--- config.mk ---
export PLATFORM = sky130hd
export DESIGN_NAME = eq_sequencer
export DESIGN_NICKNAME = d
export VERILOG_FILES = /design/src/rtl/eq_sequencer.sv
export SDC_FILE = /design/constraint.sdc
export NUM_CORES = 1
export LEC_CHECK = 0
export CAP_MARGIN = 25
export CORE_MARGIN = 8
export CORE_UTILIZATION = 23
export CTS_BUF_LIST = sky130_fd_sc_hd__clkbuf_4 sky130_fd_sc_hd__clkbuf_8
export DETAILED_ROUTE_END_ITERATION = 6
export PLACE_DENSITY_LB_ADDON = 0.05
export SYNTH_ARGS = -nofsm -noshare
export SYNTH_HDL_FRONTEND = slang
export SYNTH_SLANG_ARGS = --single-unit
--- constraint.sdc ---
create_clock -name clk -period 7.85 [get_ports clk]
set_input_delay 0.785 -clock clk [delete_from_list [all_inputs] [get_ports clk]]
set_output_delay 0.785 -clock clk [all_outputs]
set_load 0.01 [all_outputs]
--- src/rtl/eq_sequencer.sv ---
// Equalizer sample sequencer: CPU-facing IN/OUT sample FIFOs feed an equalizer core one sample
// per timer tick through a WRITE/WAIT/CAPTURE sequence.
module eq_sequencer #(
  parameter int unsigned FIFO_DEPTH = 4
) (
  input  logic        clk,
  input  logic        rst_n,
  input  logic [5:0]  address,
  input  logic [31:0] data_in,
  input  logic [1:0]  data_write_n,
  input  logic [1:0]  data_read_n,
  output logic [31:0] data_out,
  output logic        data_ready,
  output logic        user_interrupt,
  output logic [5:0]  eq_address,
  output logic [31:0] eq_data_in,
  output logic [1:0]  eq_data_write_n,
  input  logic [31:0] eq_data_out
);

  localparam int unsigned PtrW = (FIFO_DEPTH > 1) ? $clog2(FIFO_DEPTH) : 1;
  localparam int unsigned CntW = $clog2(FIFO_DEPTH + 1);
  localparam logic [CntW-1:0] CntFull = CntW'(FIFO_DEPTH);

  typedef enum logic [1:0] {StIdle, StWrite, StWait, StCapture} state_e;

  state_e            state_q, state_d;
  logic              en_q, en_d, irq_en_q, irq_en_d;
  logic [15:0]       div_q, div_d, timer_q, timer_d, sample_q, sample_d;
  logic              in_ovf_q, in_ovf_d, underrun_q, underrun_d, out_ovr_q, out_ovr_d;
  logic [15:0]       in_mem [FIFO_DEPTH];
  logic [15:0]       out_mem [FIFO_DEPTH];
  logic [PtrW-1:0]   in_wr_q, in_wr_d, in_rd_q, in_rd_d, out_wr_q, out_wr_d, out_rd_q, out_rd_d;
  logic [CntW-1:0]   in_cnt_q, in_cnt_d, out_cnt_q, out_cnt_d;

  logic              wr_en, rd_en, wr_ctrl, wr_div, wr_in, wr_status, flush;
  logic [15:0]       wmask, wdata, period;
  logic              tick, start, in_push, in_pop, out_push, out_pop, in_full, out_full;
  logic              unused_bits;

  assign unused_bits = ^{data_in[31:16], eq_data_out[31:16]};
  assign data_ready  = 1'b1;

  // Byte writes only touch the low byte; halfword and word writes cover every mapped field.
  assign wmask     = (data_write_n == 2'b00) ? 16'h00ff : 16'hffff;
  assign wdata     = data_in[15:0] & wmask;
  assign wr_en     = (data_write_n != 2'b11);
  assign rd_en     = (data_read_n != 2'b11);
  assign wr_ctrl   = wr_en && (address == 6'h00);
  assign wr_div    = wr_en && (address == 6'h04);
  assign wr_in     = wr_en && (address == 6'h08);
  assign wr_status = wr_en && (address == 6'h10);
  assign flush     = wr_ctrl && wdata[2];

  assign in_full  = (in_cnt_q == CntFull);
  assign out_full = (out_cnt_q == CntFull);
  assign period   = (div_q < 16'd4) ? 16'd4 : div_q;
  assign tick     = en_q && (timer_q == 16'd1);
  assign start    = tick && !flush && (state_q == StIdle) && (in_cnt_q != '0) && !out_full;

  assign in_push  = wr_in && !in_full;
  assign in_pop   = start;
  assign out_push = (state_q == StCapture) && !out_full && !flush;
  assign out_pop  = rd_en && (address == 6'h0c) && (out_cnt_q != '0);

  always_comb begin
    en_d       = en_q;
    irq_en_d   = irq_en_q;
    div_d      = div_q;
    timer_d    = timer_q;
    sample_d   = start ? in_mem[in_rd_q] : sample_q;
    state_d    = state_q;
    in_ovf_d   = in_ovf_q;
    underrun_d = underrun_q;
    out_ovr_d  = out_ovr_q;

    if (wr_ctrl) begin
      en_d     = wdata[0];
      irq_en_d = wdata[1];
    end
    if (wr_div) div_d = (div_q & ~wmask) | wdata;

    if (flush)         timer_d = period;
    else if (tick)     timer_d = period;
    else if (en_q)     timer_d = timer_q - 16'd1;

    if (wr_status) begin
      in_ovf_d   = in_ovf_q & ~wdata[8];
      underrun_d = underrun_q & ~wdata[9];
      out_ovr_d  = out_ovr_q & ~wdata[10];
    end
    if (wr_in && in_full)                            in_ovf_d   = 1'b1;
    if (tick && !flush && (in_cnt_q == '0))          underrun_d = 1'b1;
    if (tick && !flush && out_full)                  out_ovr_d  = 1'b1;

    case (state_q)
      StIdle:    if (start) state_d = StWrite;
      StWrite:   state_d = StWait;
      StWait:    state_d = StCapture;
      default:   state_d = StIdle;
    endcase
    if (flush) state_d = StIdle;

    in_wr_d   = in_wr_q + PtrW'(in_push);
    in_rd_d   = in_rd_q + PtrW'(in_pop);
    in_cnt_d  = in_cnt_q + CntW'(in_push) - CntW'(in_pop);
    out_wr_d  = out_wr_q + PtrW'(out_push);
    out_rd_d  = out_rd_q + PtrW'(out_pop);
    out_cnt_d = out_cnt_q + CntW'(out_push) - CntW'(out_pop);
    if (flush) begin
      in_wr_d   = '0;
      in_rd_d   = '0;
      in_cnt_d  = '0;
      out_wr_d  = '0;
      out_rd_d  = '0;
      out_cnt_d = '0;
    end
  end

  always_ff @(posedge clk) begin
    if (!rst_n) begin
      state_q    <= StIdle;
      en_q       <= 1'b0;
      irq_en_q   <= 1'b0;
      div_q      <= '0;
      timer_q    <= 16'd4;
      sample_q   <= '0;
      in_ovf_q   <= 1'b0;
      underrun_q <= 1'b0;
      out_ovr_q  <= 1'b0;
      in_wr_q    <= '0;
      in_rd_q    <= '0;
      in_cnt_q   <= '0;
      out_wr_q   <= '0;
      out_rd_q   <= '0;
      out_cnt_q  <= '0;
    end else begin
      state_q    <= state_d;
      en_q       <= en_d;
      irq_en_q   <= irq_en_d;
      div_q      <= div_d;
      timer_q    <= timer_d;
      sample_q   <= sample_d;
      in_ovf_q   <= in_ovf_d;
      underrun_q <= underrun_d;
      out_ovr_q  <= out_ovr_d;
      in_wr_q    <= in_wr_d;
      in_rd_q    <= in_rd_d;
      in_cnt_q   <= in_cnt_d;
      out_wr_q   <= out_wr_d;
      out_rd_q   <= out_rd_d;
      out_cnt_q  <= out_cnt_d;
    end
  end

  // Storage is not reset; occupancy is tracked solely by the pointers and counts.
  always_ff @(posedge clk) begin
    if (in_push)  in_mem[in_wr_q]   <= wdata;
    if (out_push) out_mem[out_wr_q] <= eq_data_out[15:0];
  end

  always_comb begin
    data_out = '0;
    case (address)
      6'h00: data_out = {30'b0, irq_en_q, en_q};
      6'h04: data_out = {16'b0, div_q};
      6'h0c: if (out_cnt_q != '0) data_out = {{16{out_mem[out_rd_q][15]}}, out_mem[out_rd_q]};
      6'h10: data_out = {21'b0, out_ovr_q, underrun_q, in_ovf_q, 4'(out_cnt_q), 4'(in_cnt_q)};
      default: data_out = '0;
    endcase
  end

  always_comb begin
    eq_address      = 6'h00;
    eq_data_in      = '0;
    eq_data_write_n = 2'b11;
    if (state_q == StWrite) begin
      eq_address      = 6'h08;
      eq_data_in      = {{16{sample_q[15]}}, sample_q};
      eq_data_write_n = 2'b01;
    end
  end

  assign user_interrupt = irq_en_q & ((out_cnt_q != '0) | in_ovf_q | underrun_q | out_ovr_q);

endmodule

==> qor.yml <==
status: "finished clean"
intPower_uw: 1420
netSwitchingFraction_pct: 23.4
final_nets: 862
final_max_slew_viol_count: 0
die_y_um: 211
synth_largest_area_cell: "edfxtp_1"
relSlewSlack_pct: 28.6
period_share_pct: 58.1
synthArstFlopShare_pct: 0
drt_iter0_markers: 386
area_delta_synth_final_pct: 22.5
wl_per_cell_um: 20.9
gp_congestion: 0.828
power_frac_comb_pct: 3.6
clockBufferDepth: 2
yosysSeqAreaShare_pct: 59.7
fp.coreArea_um2: 37600
crit_buf_inv: 3
numPortBuffers: 110
required_ns: 7.07
synth_cell_types: 66
grt_use_total_pct: 12.3
synthCells: 695
critPathArrivalTime_ns: 3.77
postCtsHoldBufs: 0
cts.repair.resized: 0
netSwitchingPower_uw: 435
avgViaCountPerCell: 4.46
drv_cap: 0
synth_area_leaders: "edfxtp_1 44%, dfxtp_1 16%, mux4_2 8.2%"
worstSkewPairLatency_ns: 0.49
synth_edf_count: 128
avgSynthCellArea_um2: 12.6
cts_root_buf: "clkbuf_8"
die_area_um2: 44500
ant_nets: 0
drc: 0
die_x_um: 211
synth_top_area_share_pct: 43.9
hp-class: "flop to flop"
rows: 71
synth.cell_area_um2: 8750
r2r_slack_ns: 4.49
grt_max_degree: 39
hold_viol_final: 0
synth_ff_type: "edfxtp_1"
multi_input_area_um2: 3060
fin_cells: 1296
ir_worst_vdd_mv: 0.115
grt_pass1_vias: 6078
crit_path_end_kind: "primary output"
max_freq_mhz: 219
dp_hpwl_mm: 19.3
netlist_top_cells_count: "128 x edfxtp_1, 77 x nand2_1, 69 x dfxtp_1"
tns_ns: 0
firstDrtPassIters: 5
cp_max_fo: 17
n_fill_cell: 3845
drive_above_1_share_pct: 12.2
yosysMostFrequentCell: "edfxtp_1"
crit_path_frequent_cell: "clkdlybuf4s50_1"
cp-start-kind: "input pin"
antenna_found_initial: 0
ctsHtreeMaxLevel: 4
p_seq_share_pct: 59.5
vias: 5784
clockPowerShare_pct: 36.9
rsz0062_at_grt: "no"
cts_buffers: 17
cpPeakStageDelay_ns: 0.76
cts_sinks: 197
path_cells: "clkdlybuf4s50_1, nor4_2, buf_4, and4_1, and2_1, a21o_1, clkdlybuf4s50_1"
ys_warn_count: 0
tritoncts: "yes"
p_per_area_nw_per_um2: 173
tightest_slew_ns: 1.06
grt_pass1_wl_mm: 40.6
p_leak_uw: 0.00347
postRouteWirelength_mm: 27.1
path_delay_family: "simple AND/OR/NAND/NOR gates"
cp_slowest_cell: "and4_1"
post_cts_buffers: 0
io_pins: 150
start_util_pct: 23.3
setup_viol_count_final: 0
fin_util_pct: 28.5
finalCriticalPeriod_ns: 4.56
diodes: 0
seq_area_um2: 5230
placed_cells: 1261
skew_ns: 0.0251
clkTransAtPathRegs_ns: 0.10
worstSetupPathType: "input pin to primary output"
gr-total-overflow: 0
ys_ff_latch: 197
==> layout make-up <==
cell class                      instances  share of cell area, %
Timing Repair Buffer                  124                   12.3
Clock inverter                         15                   1.53
Tap cell                              511                   5.96
Inverter                               24                  0.840
Sequential cell                       197                   48.7
Multi-Input combinational cell        408                   28.5
Clock buffer                           17                   2.18
==> layout by cell type (no fill, tap or decap), drive strengths merged, types with 3 or more instances in the layout <==
master,count
a31o,3
nand4,5
nor4,7
and2,26
a21boi,4
ha,12
a22o,7
nor2,24
a222oi,7
buf,14
edfxtp,128
a31oi,4
nand3,33
xnor2,10
nand2,77
o21ai,17
o21a,3
clkbuf,17
o22ai,5
and3,5
a21oi,43
mux4,32
dfxtp,69
mux2i,5
nor2b,9
and4,3
conb,7
clkinv,5
clkdlybuf4s50,110
nor3,12
or4,3
a211oi,5
or3,7
inv,32
==> path summary, 6_finish.rpt <==
kind         cells after the start    startpoint           end
min                              2  sample_q[14]  sample_q[14]
max reg2reg                      9    timer_q[4]   in_cnt_q[2]
min reg2reg                      2  sample_q[14]  sample_q[14]
max                              7    address[5]  data_out[15]
==> state kept, by name (all words and copies together) (netlist names), 2 cells and up, named ones only <==
| signal | flops |
|---|---|
| div_q | 8 |
| in_cnt_q | 3 |
| in_mem | 64 |
| in_rd_q | 2 |
| in_wr_q | 2 |
| out_cnt_q | 3 |
| out_mem | 64 |
| out_rd_q | 2 |
| out_wr_q | 2 |
| sample_q | 16 |
| state_q | 2 |
| timer_q | 16 |
==> cells by family (layout without fill, tap and decap cells) <==
kind of cell,Yosys count,in the layout,synth area share (%)
DFF,197,197,59.7
xor gates and xnor gates,11,11,1.10
AOI/OAI and AO/OA,117,117,9.01
muxes,37,37,8.81
adders and majority gates,14,14,2.17
and+or+nand+nor,222,222,13.0
buffers and inverters,95,180,6.13
other,2,7,0.0858
==> power by group through the flow <==
stage	Sequential (uW)	Combinational, uW	Clock, uW
after CTS	1100	67.6	719
after global routing	1100	72.0	754
final	1100	66.6	684
after floorplan	1130	23.5	0
after detailed placement	1130	67.3	0
after global placement	1130	65.8	0
==> metal layers <==
metal	part of all wire (%)	track usage, %	wire length, um	vias to the layer above
met3	4.8	2.60	1290	18
li1	-	-	-	2698
met2	50	21.4	13600	148
met1	43	15.2	11800	2920
met5	0	0	0	-
met4	1.4	3.60	378	0
==> worst register-to-register path, delay by kind of cell, from the launching register on <==
family,cells,cell delay (ns)
xor gates and xnor gates,3,0.64
and+or+nand+nor,4,1.61
adders and majority gates,2,0.59
DFF,1,0.37
==> stage by stage <==
step / setup slack, ns / total power (uW) / hold WS [ns] / cell area (um^2)
CTS: 3.20 / 1890 / 0.457 / 10700
floorplan: 4.37 / 1150 / 0.427 / 8770
finish: 3.29 / 1850 / 0.452 / 10700
global placement: 3.27 / 1190 / 0.440 / 10200
global route: 3.08 / 1930 / 0.472 / 10700
detailed placement: 3.21 / 1200 / 0.443 / 10300
(Power assumes the default switching activity.)
